--- config.mk ---
export PLATFORM = sky130hd
export DESIGN_NAME = pipeline_hazard_ctrl_flat
export DESIGN_NICKNAME = d
export VERILOG_FILES = /design/src/rtl/pipeline_hazard_ctrl_if.sv /design/src/rtl/pipeline_hazard_ctrl.sv /design/src/flat_wrapper.sv
export SDC_FILE = /design/constraint.sdc
export NUM_CORES = 1
export LEC_CHECK = 0
export BUFFER_PORTS_ARGS = -buffer_cell sky130_fd_sc_hd__buf_2
export CAP_MARGIN = 10
export CORE_MARGIN = 3
export CORE_UTILIZATION = 44
export DETAILED_ROUTE_END_ITERATION = 7
export HOLD_SLACK_MARGIN = 0.03
export PLACE_DENSITY_LB_ADDON = 0.08
export SYNTH_ARGS = -nofsm -noshare
export SYNTH_HDL_FRONTEND = slang
export SYNTH_SLANG_ARGS = --single-unit
--- constraint.sdc ---
create_clock -name Clk -period 1.8 [get_ports Clk]
set_clock_uncertainty 0.05 [all_clocks]
set_input_delay 0.09 -clock Clk [delete_from_list [all_inputs] [get_ports Clk]]
set_output_delay 0.09 -clock Clk [all_outputs]
set_load 0.05 [all_outputs]
--- src/rtl/pipeline_hazard_ctrl_if.sv ---
// Bundle of decoder-side hazard inputs and stage-register controls for pipeline_hazard_ctrl.
// Dbg_State mirrors the controller FSM (0 = RUN, 1 = MCOP) for observation only.
interface pipeline_hazard_ctrl_if #(
  parameter int REG_W = 5
);
  logic [REG_W-1:0] ID_Rs;
  logic [REG_W-1:0] ID_Rt;
  logic             ID_UsesRt;
  logic [REG_W-1:0] EX_Rd;
  logic             EX_RegWrite;
  logic             EX_MemRead;
  logic [REG_W-1:0] MEM_Rd;
  logic             MEM_RegWrite;
  logic             EX_BranchTaken;
  logic             EX_MultiStart;

  logic             PC_Write;
  logic             IFID_Write;
  logic             IFID_Flush;
  logic             IDEX_Flush;
  logic             EX_Hold;
  logic             EXMEM_Bubble;
  logic             MC_Done;
  logic [15:0]      Stall_Count;
  logic             Dbg_State;

  // master: the pipeline datapath side; slave: the hazard controller.
  modport master (
    output ID_Rs, ID_Rt, ID_UsesRt, EX_Rd, EX_RegWrite, EX_MemRead,
           MEM_Rd, MEM_RegWrite, EX_BranchTaken, EX_MultiStart,
    input  PC_Write, IFID_Write, IFID_Flush, IDEX_Flush, EX_Hold,
           EXMEM_Bubble, MC_Done, Stall_Count, Dbg_State
  );

  modport slave (
    input  ID_Rs, ID_Rt, ID_UsesRt, EX_Rd, EX_RegWrite, EX_MemRead,
           MEM_Rd, MEM_RegWrite, EX_BranchTaken, EX_MultiStart,
    output PC_Write, IFID_Write, IFID_Flush, IDEX_Flush, EX_Hold,
           EXMEM_Bubble, MC_Done, Stall_Count, Dbg_State
  );
endinterface

--- src/rtl/pipeline_hazard_ctrl.sv ---
// Hazard/sequencing controller for the 5-stage pipeline: load-use stalls, branch flushes, MULT/DIV hold.
// Optional macro FORWARDING_EN: when defined, only load-use hazards stall (forwarding covers the rest).
module pipeline_hazard_ctrl #(
  parameter int MC_LATENCY = 4,
  parameter int REG_W      = 5
) (
  input  logic                    Clk,
  input  logic                    Rst,
  pipeline_hazard_ctrl_if.slave   hz
);

  typedef enum logic {
    RUN  = 1'b0,
    MCOP = 1'b1
  } state_t;

  localparam logic [3:0] CNT_INIT = 4'(MC_LATENCY - 1);

  state_t     state;
  logic [3:0] cnt;
  logic       ex_match;
  logic       mem_match;
  logic       data_stall;

  // Register $0 is hardwired to zero, so it never creates a dependence.
  function automatic logic reg_match(input logic [REG_W-1:0] x,
                                     input logic [REG_W-1:0] rs,
                                     input logic [REG_W-1:0] rt,
                                     input logic             uses_rt);
    return (x != '0) && ((x == rs) || (uses_rt && (x == rt)));
  endfunction

  assign ex_match  = reg_match(hz.EX_Rd,  hz.ID_Rs, hz.ID_Rt, hz.ID_UsesRt);
  assign mem_match = reg_match(hz.MEM_Rd, hz.ID_Rs, hz.ID_Rt, hz.ID_UsesRt);

`ifdef FORWARDING_EN
  assign data_stall = hz.EX_MemRead && ex_match;
`else
  assign data_stall = (hz.EX_RegWrite && ex_match) || (hz.MEM_RegWrite && mem_match);
`endif

  assign hz.Dbg_State = state;

  always_comb begin
    hz.PC_Write     = 1'b1;
    hz.IFID_Write   = 1'b1;
    hz.IFID_Flush   = 1'b0;
    hz.IDEX_Flush   = 1'b0;
    hz.EX_Hold      = 1'b0;
    hz.EXMEM_Bubble = 1'b0;
    if (Rst) begin
      hz.PC_Write     = 1'b0;
      hz.IFID_Write   = 1'b0;
      hz.IFID_Flush   = 1'b1;
      hz.IDEX_Flush   = 1'b1;
      hz.EXMEM_Bubble = 1'b1;
    end else if (state == MCOP) begin
      hz.PC_Write     = 1'b0;
      hz.IFID_Write   = 1'b0;
      hz.EX_Hold      = 1'b1;
      hz.EXMEM_Bubble = 1'b1;
    end else if (hz.EX_BranchTaken) begin
      // The ID instruction is squashed, so any data stall on it is moot.
      hz.IFID_Flush   = 1'b1;
      hz.IDEX_Flush   = 1'b1;
    end else if (data_stall) begin
      hz.PC_Write     = 1'b0;
      hz.IFID_Write   = 1'b0;
      hz.IDEX_Flush   = 1'b1;
    end
  end

  always_ff @(posedge Clk) begin
    if (Rst) begin
      state          <= RUN;
      cnt            <= 4'd0;
      hz.MC_Done     <= 1'b0;
      hz.Stall_Count <= 16'd0;
    end else begin
      hz.MC_Done <= 1'b0;
      case (state)
        RUN: begin
          if (hz.EX_MultiStart && !hz.EX_BranchTaken) begin
            state <= MCOP;
            cnt   <= CNT_INIT;
          end
        end
        MCOP: begin
          if (cnt == 4'd0) begin
            state      <= RUN;
            hz.MC_Done <= 1'b1;
          end else begin
            cnt <= cnt - 4'd1;
          end
        end
        default: state <= RUN;
      endcase
      if (!hz.PC_Write && (hz.Stall_Count != 16'hFFFF))
        hz.Stall_Count <= hz.Stall_Count + 16'd1;
    end
  end

endmodule

--- src/flat_wrapper.sv ---
// flat-port wrapper written by rule: the top's interface ports become plain ports
module pipeline_hazard_ctrl_flat 
#(
  parameter int MC_LATENCY = 4,
  parameter int REG_W      = 5
)
  (Clk, Rst, hz_ID_Rs, hz_ID_Rt, hz_ID_UsesRt, hz_EX_Rd, hz_EX_RegWrite, hz_EX_MemRead, hz_MEM_Rd, hz_MEM_RegWrite, hz_EX_BranchTaken, hz_EX_MultiStart, hz_PC_Write, hz_IFID_Write, hz_IFID_Flush, hz_IDEX_Flush, hz_EX_Hold, hz_EXMEM_Bubble, hz_MC_Done, hz_Stall_Count, hz_Dbg_State);
  pipeline_hazard_ctrl_if #(.REG_W(REG_W)) hz_i ();
  input  logic Clk;
  input  logic Rst;
  input wire logic [$bits(hz_i.ID_Rs)-1:0] hz_ID_Rs;
  input wire logic [$bits(hz_i.ID_Rt)-1:0] hz_ID_Rt;
  input wire logic [$bits(hz_i.ID_UsesRt)-1:0] hz_ID_UsesRt;
  input wire logic [$bits(hz_i.EX_Rd)-1:0] hz_EX_Rd;
  input wire logic [$bits(hz_i.EX_RegWrite)-1:0] hz_EX_RegWrite;
  input wire logic [$bits(hz_i.EX_MemRead)-1:0] hz_EX_MemRead;
  input wire logic [$bits(hz_i.MEM_Rd)-1:0] hz_MEM_Rd;
  input wire logic [$bits(hz_i.MEM_RegWrite)-1:0] hz_MEM_RegWrite;
  input wire logic [$bits(hz_i.EX_BranchTaken)-1:0] hz_EX_BranchTaken;
  input wire logic [$bits(hz_i.EX_MultiStart)-1:0] hz_EX_MultiStart;
  output wire logic [$bits(hz_i.PC_Write)-1:0] hz_PC_Write;
  output wire logic [$bits(hz_i.IFID_Write)-1:0] hz_IFID_Write;
  output wire logic [$bits(hz_i.IFID_Flush)-1:0] hz_IFID_Flush;
  output wire logic [$bits(hz_i.IDEX_Flush)-1:0] hz_IDEX_Flush;
  output wire logic [$bits(hz_i.EX_Hold)-1:0] hz_EX_Hold;
  output wire logic [$bits(hz_i.EXMEM_Bubble)-1:0] hz_EXMEM_Bubble;
  output wire logic [$bits(hz_i.MC_Done)-1:0] hz_MC_Done;
  output wire logic [$bits(hz_i.Stall_Count)-1:0] hz_Stall_Count;
  output wire logic [$bits(hz_i.Dbg_State)-1:0] hz_Dbg_State;
  assign hz_i.ID_Rs = hz_ID_Rs;
  assign hz_i.ID_Rt = hz_ID_Rt;
  assign hz_i.ID_UsesRt = hz_ID_UsesRt;
  assign hz_i.EX_Rd = hz_EX_Rd;
  assign hz_i.EX_RegWrite = hz_EX_RegWrite;
  assign hz_i.EX_MemRead = hz_EX_MemRead;
  assign hz_i.MEM_Rd = hz_MEM_Rd;
  assign hz_i.MEM_RegWrite = hz_MEM_RegWrite;
  assign hz_i.EX_BranchTaken = hz_EX_BranchTaken;
  assign hz_i.EX_MultiStart = hz_EX_MultiStart;
  assign hz_PC_Write = hz_i.PC_Write;
  assign hz_IFID_Write = hz_i.IFID_Write;
  assign hz_IFID_Flush = hz_i.IFID_Flush;
  assign hz_IDEX_Flush = hz_i.IDEX_Flush;
  assign hz_EX_Hold = hz_i.EX_Hold;
  assign hz_EXMEM_Bubble = hz_i.EXMEM_Bubble;
  assign hz_MC_Done = hz_i.MC_Done;
  assign hz_Stall_Count = hz_i.Stall_Count;
  assign hz_Dbg_State = hz_i.Dbg_State;
  pipeline_hazard_ctrl #(.MC_LATENCY(MC_LATENCY), .REG_W(REG_W)) u_core (.Clk(Clk), .Rst(Rst), .hz(hz_i));
endmodule
# Word-level counts from Yosys, hierarchy flattened

Index checks and enable logic that the tools add are counted.

Bits in registers: 22
Latch bits: 0
Memory bits (writable): 0
ROM bits: 0
Bits of input ports: 28
Word-level logic and storage cells: 53
Memories: 0

Add/sub/neg operators: 2
Multipliers: 0
Div/mod/pow operators: 0
Magnitude comparators: 0
Equality and inequality tests: 7
Shift operators: 0
Multiplexer cells: 21
Bitwise logic cells: 1
Reductions and logical operators: 18

Operators by type and width:

| cell                                                                     | number |
|---|---|
| 5-bit equality test                                                      | 4 |
| 1-bit two-way mux                                                        | 17 |
| 16-bit by 1-bit adder with 16-bit output (second input constant)         | 1 |
| 16-bit inequality test (second input constant)                           | 1 |
| 5-bit nonzero test                                                       | 2 |
| 1-bit logical AND                                                        | 8 |
| 4-bit two-way mux                                                        | 2 |
| 4-bit one-hot mux with 2 select lines                                    | 1 |
| 4-bit logical NOT                                                        | 1 |
| 4-bit by 1-bit subtractor with 4-bit output (second input constant)      | 1 |
| 1-bit logical OR                                                         | 3 |
| 1-bit logical NOT                                                        | 2 |
| 2-bit by 1-bit inequality test with 1-bit output (second input constant) | 1 |
| 2-bit inequality test (second input constant)                            | 1 |
| 1-bit one-hot mux with 2 select lines                                    | 1 |
| 2-bit AND reduction                                                      | 1 |
| 2-bit OR reduction                                                       | 1 |
| 1-bit NOT                                                                | 1 |

# Logic depth before layout (Yosys ltp)

Gate-level depths: netlist of run 1.

Depth in word-level cells: 12
Mapped depth: 8

# Worst setup path after synthesis of run 1

OpenSTA, ideal clock, no wires.

Kind: register -> output
Start point: register u_core.state (netlist: u_core.hz.Dbg_State)
End point: output port hz_PC_Write
Arrival: 2.308 ns
Data required time: 1.660 ns
Slack: -0.648 ns
Cell stages (with the launch flop): 4
Path through: dfxtp_1 or2_2 a21oi_1 buf_4

Cells in the longest elaborated chain, start to end: 2

RTL lines:

| element                        | line                       | text |
|---|---|---|
| start: declaration             | pipeline_hazard_ctrl.sv:19 | `state_t state;` |
| start signal: assignment       | pipeline_hazard_ctrl.sv:75 | `state <= RUN;` |
| start signal: assignment       | pipeline_hazard_ctrl.sv:84 | `state <= MCOP;` |
| start signal: assignment       | pipeline_hazard_ctrl.sv:90 | `state <= RUN;` |
| 1-bit two-way mux (2 in a row) | n/a                        |  |
| end: declaration               | flat_wrapper.sv:21         | `output wire logic [$bits(hz_i.PC_Write)-1:0] hz_PC_Write;` |

Every way passes these cells.

# Final worst setup path of run 1

Start point: input port hz_ID_Rt[1]
End point: register u_core.hz.Stall_Count[12] (netlist bit)

Cells in the longest elaborated chain, start to end: 12

RTL lines:

| element                | line                          | text |
|---|---|---|
| start: declaration     | flat_wrapper.sv:12            | `input wire logic [$bits(hz_i.ID_Rt)-1:0] hz_ID_Rt;` |
| 5-bit equality test    | pipeline_hazard_ctrl.sv:30    | `return (x != '0) && ((x == rs) \|\| (uses_rt && (x == rt)));` |
| 1-bit logical AND      | pipeline_hazard_ctrl.sv:30    |  |
| 1-bit logical OR       | pipeline_hazard_ctrl.sv:30    |  |
| 1-bit logical AND      | pipeline_hazard_ctrl.sv:30    |  |
| 1-bit logical AND      | pipeline_hazard_ctrl.sv:39    | `assign data_stall = (hz.EX_RegWrite && ex_match) \|\| (hz.MEM_RegWrite && mem_match);` |
| 1-bit logical OR *     | pipeline_hazard_ctrl.sv:39    |  |
| 1-bit two-way mux *    | pipeline_hazard_ctrl.sv:66    | `end else if (data_stall) begin` |
| 1-bit two-way mux *    | pipeline_hazard_ctrl.sv:62    | `end else if (hz.EX_BranchTaken) begin` |
| 1-bit two-way mux *    | pipeline_hazard_ctrl.sv:57    | `end else if (state == MCOP) begin` |
| 1-bit two-way mux *    | pipeline_hazard_ctrl.sv:51    | `if (Rst) begin` |
| 1-bit logical NOT *    | pipeline_hazard_ctrl.sv:98    | `if (!hz.PC_Write && (hz.Stall_Count != 16'hFFFF))` |
| 1-bit logical AND *    | pipeline_hazard_ctrl.sv:98    |  |
| end signal: assignment | pipeline_hazard_ctrl.sv:99    | `hz.Stall_Count <= hz.Stall_Count + 16'd1;` |
| end: declaration       | pipeline_hazard_ctrl_if.sv:39 | `EXMEM_Bubble, MC_Done, Stall_Count, Dbg_State` |

Every way passes the cells marked *; elsewhere a longest branch is shown, timed or not.
A chain may end at the register's enable or synchronous reset.

==> flow_summary.json, run 1 <==
{
  "power.internal_uw": 881,
  "drc": 0,
  "cp_max_fo": 4,
  "cts_sinks": 22,
  "yosys.area.top_type": "dfxtp_1",
  "power.density_nw_per_um2": 555,
  "gp_congestion": 0.825,
  "vdd_drop_max_v": 0.000570,
  "cts_max_path_buffers": 2,
  "reg2reg_depth": 8,
  "p_comb_share_pct": 29.6,
  "status": "complete, but fails checks",
  "root_buffer": "clkbuf_4",
  "grt_pass1_vias": 1503,
  "dieWidth_um": 61.9,
  "row_count": 19,
  "top_usage_layer": "met2",
  "ys_ff_latch": 22,
  "required_ps": 2000,
  "clk_latency_ps": 320,
  "cts_max_level": 1,
  "syn_area_um2": 1380,
  "synth_top_flop_cell": "dfxtp_1",
  "dpl.cell_count": 291,
  "cts_tree": "yes",
  "p_switching_uw": 393,
  "ys_warn_count": 0,
  "r2r-start": "u_core.hz.Stall_Count[7]",
  "switching_share_pct": 30.9,
  "leakagePower_nw": 0.997,
  "synth_edf_count": 0,
  "ant_nets": 0,
  "overflow": 0,
  "grt_antenna_before_repair": 0,
  "failed_checks": "setup timing",
  "r2r_end": "u_core.hz.Stall_Count[15]",
  "grt_use_met1_pct": 24.6,
  "p_seq_share_pct": 39.8,
  "drtIter0Drc": 73,
  "regToRegSetupSlack_ps": -70,
  "start_util_pct": 47.8,
  "area_growth_pct": 66.6,
  "clock.fmax_ghz": 0.512,
  "min_period_over_period_pct": 109,
  "coreArea_um2": 2880,
  "wire_per_inst_um": 14.1,
  "tightest_slew_ps": 297,
  "cp.arrival_ps": 2150,
  "cts_made_buffers": 3,
  "finalHoldViolCount": 0,
  "hold_buffers": 0,
  "synth_top_cells_by_area": "dfxtp_1 (32%), xor2_1 (13%), a21oi_1 (5.5%), or3_1 (4.1%), nand3_1 (3.6%)",
  "avgSynthCellArea_um2": 8.14,
  "nNetsFinal": 292,
  "layout_setup_ws_ps": -154,
  "cp-end-kind": "flop",
  "cp-start-kind": "input pin",
  "ys_top_cells_by_count": "dfxtp_1 (22), xor2_1 (20), a21oi_1 (15)",
  "slew_viol_final": 0,
  "finalCriticalPeriod_ps": 1950,
  "syn_inst": 169,
  "finalSetupViolations": 13,
  "critPathKind": "input pin to flop",
  "maxCapViolCount": 0,
  "die-height_um": 61.9,
  "met3_usage_pct": 2.48,
  "instances_no_fill": 302,
  "crit_start": "hz_ID_Rt[1]",
  "slew_headroom_pct": 80.0,
  "n_antenna_cell": 0,
  "synth.distinct_cells": 37,
  "drive_gt1_share_pct": 54.2,
  "vias": 1609,
  "crit_path_end": "u_core.hz.Stall_Count[12]",
  "num_io_pins": 52,
  "finalSetupTns_ps": -1040,
  "track_usage_pct": 20.8,
  "synth-async-reset-ratio_pct": 0,
  "globalRouteMet2Util_pct": 38.3,
  "syn_nets": 200,
  "synthMostInstantiatedCell": "dfxtp_1",
  "p_clk_share_pct": 30.5,
  "grt_setup_unrepaired": "true",
  "synth_top_area_share_pct": 32.0,
  "grt_start_max_net_pins": 28,
  "drtPass1Iterations": 4,
  "die-area_um2": 3840,
  "report.power.total_mw": 1.27,
  "hold_class": "input pin to flop",
  "drt_wl_total_um": 4260,
  "clkTransAtPathRegs_ps": 120,
  "fillers": 192,
  "port_buffers": 50,
  "hpwl_um": 2980,
  "grt_pass1_wl_um": 6140,
  "seq_area_frac_synth_pct": 32.0,
  "vias_per_cell": 5.33
}
-- state kept, by name, indices dropped and copies added, names as in the netlist --
name and flops:
u_core.hz.Stall_Count 16, u_core.cnt 4, u_core.hz.Dbg_State 1, u_core.hz.MC_Done 1
-- layer usage --
layer / vias up / part of all wire [%]
li1: 798 / -
met1: 748 / 41
met2: 55 / 51
met3: 8 / 6.1
met4: 0 / 1.5
met5: - / 0
-- power by group through the flow --
stage / combinational [mW] / sequential [mW] / clock, mW
after floorplan: 0.168 / 0.555 / 0
after global placement: 0.321 / 0.517 / 0
after detailed placement: 0.327 / 0.518 / 0
after CTS: 0.347 / 0.507 / 0.397
after global routing: 0.409 / 0.509 / 0.417
final: 0.378 / 0.507 / 0.389
-- cells in the final DEF (no fill, tap or decap), types with 2 or more instances in the layout --
| cell | count |
|---|---|
| mux2_1 | 3 |
| o31ai_1 | 3 |
| nand2_1 | 5 |
| o21ai_1 | 2 |
| nor4_2 | 3 |
| or4_1 | 4 |
| o21ai_0 | 7 |
| xor2_1 | 19 |
| nor4_1 | 3 |
| a211oi_1 | 2 |
| a32oi_1 | 2 |
| nand4_1 | 2 |
| nor3_1 | 4 |
| nand3_4 | 3 |
| or3_4 | 3 |
| or3_1 | 6 |
| a21oi_2 | 3 |
| clkbuf_4 | 3 |
| inv_1 | 7 |
| dfxtp_2 | 8 |
| nor2_1 | 12 |
| nor3_2 | 2 |
| buf_2 | 41 |
| buf_6 | 8 |
| dfxtp_4 | 9 |
| ha_1 | 2 |
| nor2b_1 | 3 |
| buf_4 | 44 |
| and3_1 | 2 |
| nand3_1 | 7 |
| xnor2_1 | 2 |
| dfxtp_1 | 5 |
| a21oi_1 | 11 |
-- repair_timing --
| item | CTS | global route |
|---|---|---|
| setup buffers | 3 | 3 |
| gates resized for setup | 14 | 27 |
| pin swaps | 2 | 6 |
| cloned | 0 | 1 |
| endpoints found under the setup margin | 14 | 19 |
-- cell families after synthesis --
family	after synthesis	share of synthesized area (%)
buf+inv	14	4.73
mux	5	4.00
compound gates	39	17.3
fa+ha+maj	3	2.73
flops	22	32.0
xor+xnor	22	14.0
simple gates	64	25.3
-- how the worst min path moves through the flow --
| stage | endpoint | from | depth (start not counted) | slack (ps) |
|---|---|---|---|---|
| after floorplan | u_core.cnt[2] | hz_EX_MultiStart | 2 | 330 |
| after global placement | u_core.cnt[3] | u_core.cnt[3] | 1 | 410 |
| after detailed placement | u_core.cnt[0] | u_core.cnt[0] | 1 | 440 |
| after CTS | u_core.cnt[2] | hz_EX_MultiStart | 3 | 120 |
| after global routing | u_core.cnt[2] | hz_EX_MultiStart | 3 | 140 |
| final | u_core.cnt[2] | hz_EX_MultiStart | 3 | 110 |
-- through the flow --
stage / cell area, µm² / util (%) / setup slack, ps / hold slack (ps)
3_5_place_dp: 2010 / 69.8 / -453 / 442
4_1_cts: 2150 / 74.7 / -95.2 / 116
3_3_place_gp: 2010 / 69.8 / -424 / 409
2_1_floorplan: 1470 / - / -109 / 330
6_report: 2290 / 79.7 / -154 / 113
5_1_grt: 2290 / 79.7 / -273 / 137
-- worst max-delay path, cell delays in order --
cell     delay, ps
buf_6          100
xor2_1         160
nor4_1         300
a32oi_1        170
buf_4          160
o22ai_2        240
a21oi_4         80
buf_4          150
or4_1          530
a21oi_1        160
-- cell type report --
type / instances / area [µm²] / area share [%]
repair buffers: 94 / 641 / 27.9
flip-flops and latches: 22 / 484 / 21.1
inverters: 7 / 26.3 / 1.15
clock buffers: 3 / 22.5 / 0.982
clock inverters: 1 / 30.0 / 1.31
multi-input cells: 133 / 1040 / 45.2
well taps: 42 / 52.6 / 2.29
Note: power is estimated with default switching activity, not from simulation.
==> run 2, diff against run 1 <==
--- a/config.mk
+++ b/config.mk
@@ -5,11 +5,11 @@
 export SDC_FILE = /design/constraint.sdc
 export NUM_CORES = 1
 export LEC_CHECK = 0
-export BUFFER_PORTS_ARGS = -buffer_cell sky130_fd_sc_hd__buf_2
 export CAP_MARGIN = 10
 export CORE_MARGIN = 3
-export CORE_UTILIZATION = 44
+export CORE_UTILIZATION = 46
 export DETAILED_ROUTE_END_ITERATION = 7
+export DONT_BUFFER_PORTS = 1
 export HOLD_SLACK_MARGIN = 0.03
 export PLACE_DENSITY_LB_ADDON = 0.08
 export SYNTH_ARGS = -nofsm -noshare
==> flow_summary.json, run 2 (same netlist as run 1, synthesis figures left out) <==
{
  "grt_start_max_net_pins": 29,
  "layout_common_cells": "buf_4 (34), xor2_1 (20), nor2_1 (12)",
  "worstPathCellList": "and3_4, nand3_4, nor3_2, o31a_1, buf_6, or4_4, a21oi_2",
  "drtIter0Drc": 111,
  "fin_area_um2": 2030,
  "clock.fmax_ghz": 0.527,
  "tightest_slew_ps": 472,
  "whs_ps": -243,
  "grt_pass1_wl_um": 6000,
  "maxCapViolCount": 0,
  "die-area_um2": 3680,
  "overflow": 0,
  "hold_buffers": 7,
  "clkTransAtPathRegs_ps": 130,
  "n_antenna_cell": 0,
  "critPathKind": "flop to flop",
  "slew_headroom_pct": 68.5,
  "clk_latency_ps": 320,
  "placed_cell_area_um2": 1720,
  "status": "complete, but fails checks",
  "finalCriticalPeriod_ps": 1900,
  "slew_viol_final": 0,
  "die-height_um": 60.7,
  "min_period_over_period_pct": 105,
  "leakagePower_nw": 0.778,
  "ant_nets": 0,
  "vdd_drop_max_v": 0.000505,
  "cp_slowest_cell": "or4_4",
  "cts_max_path_buffers": 2,
  "cp-end-kind": "flop",
  "row_count": 19,
  "drc": 0,
  "drt_wl_total_um": 3990,
  "drtPass1Iterations": 4,
  "hpwl_um": 2780,
  "port_buffers": 0,
  "layout_commonest_cell": "buf_4",
  "nNetsFinal": 245,
  "failed_checks": "hold timing, setup timing",
  "finalSetupViolations": 11,
  "layout_setup_ws_ps": -96.0,
  "grt_antenna_before_repair": 0,
  "grt_setup_unrepaired": "true",
  "final_util_pct": 72.2,
  "cp.arrival_ps": 2110,
  "top_register": "u_core.hz.Stall_Count",
  "track_usage_pct": 21.3,
  "gp_congestion": 0.828,
  "start_util_pct": 49.1,
  "wire_per_inst_um": 16.3,
  "cp_max_fo": 7,
  "num_io_pins": 52,
  "largest_reg_flops": 16,
  "drive_gt1_share_pct": 40.8,
  "cp-start-kind": "flop",
  "cts_made_buffers": 3,
  "cts_max_level": 1,
  "cts_tree": "yes",
  "coreArea_um2": 2810,
  "root_buffer": "clkbuf_4",
  "reg.largest.list": "u_core.hz.Stall_Count: 16 flops, u_core.cnt: 4 flops",
  "area_growth_pct": 47.2,
  "finalHoldViolCount": 18,
  "vias": 1433,
  "slowest_delay_ps": 410,
  "required_ps": 2010,
  "dieWidth_um": 60.7,
  "report.power.total_mw": 1.18,
  "grt_pass1_vias": 1430,
  "vias_per_cell": 5.87,
  "hold_class": "input pin to flop",
  "power.density_nw_per_um2": 585,
  "cts_sinks": 22
}
## run 2: cell count changes in the layout (fill, tap and decap cells not counted), sizes merged
cell	previous run	this run
dlygate4sd3	0	7
buf	94	40
## run 2: through the flow
stage,setup WS [ps],instances,setup TNS (ps)
4_1_cts,-34.9,239,-53.7
3_5_place_dp,-317,225,-3210
6_report,-96.0,244,-401
2_1_floorplan,-109,169,-536
3_3_place_gp,-249,225,-2350
5_1_grt,-153,244,-1480
## run 2: timing repair
action | in CTS | in global routing
pin swaps | 0 | 7
endpoints found under the setup margin | 14 | 18
setup buffers | 3 | 5
hold endpoints to repair | 22 | 18
resized for setup | 3 | 25
## run 2: final cells by class
| class | instances | area [µm²] |
|---|---|---|
| clock buffers | 3 | 22.5 |
| clock inverters | 1 | 30.0 |
| fillers | 219 | 779 |
| inverters | 7 | 26.3 |
| multi-input cells | 133 | 1020 |
| flip-flops and latches | 22 | 484 |
| well taps | 31 | 38.8 |
| repair buffers | 47 | 402 |
## run 2: power breakdown
part	total, mW	internal (mW)	switching (mW)
clock network	0.384	0.225	0.159
logic	0.291	0.120	0.171
registers	0.510	0.494	0.0157
## run 2: final timing paths
check / from / end / slack [ps] / depth (start not counted)
hold / removal: Rst / u_core.hz.Stall_Count[7] / -240 / 1
hold reg to reg: u_core.cnt[3] / u_core.cnt[3] / 450 / 1
setup / recovery: u_core.hz.Stall_Count[4] / u_core.hz.Stall_Count[7] / -100 / 7
setup reg to reg: u_core.hz.Stall_Count[4] / u_core.hz.Stall_Count[7] / -100 / 7
## run 2: worst max-delay path: cells and delay by family, from the launching register on
family	cells	cell delay, ps
simple gates	4	740
buf+inv	1	160
flops	1	360
compound gates	2	520
## run 2: metal layers
metal  vias to the layer above  part of all wire [%]  track usage (%)
met4                         0                   1.1             4.95
met2                        54                    51             39.5
met1                       668                    40             23.7
met3                         8                   8.4             6.17
li1                        703                     -                -
met5                         -                     0                0
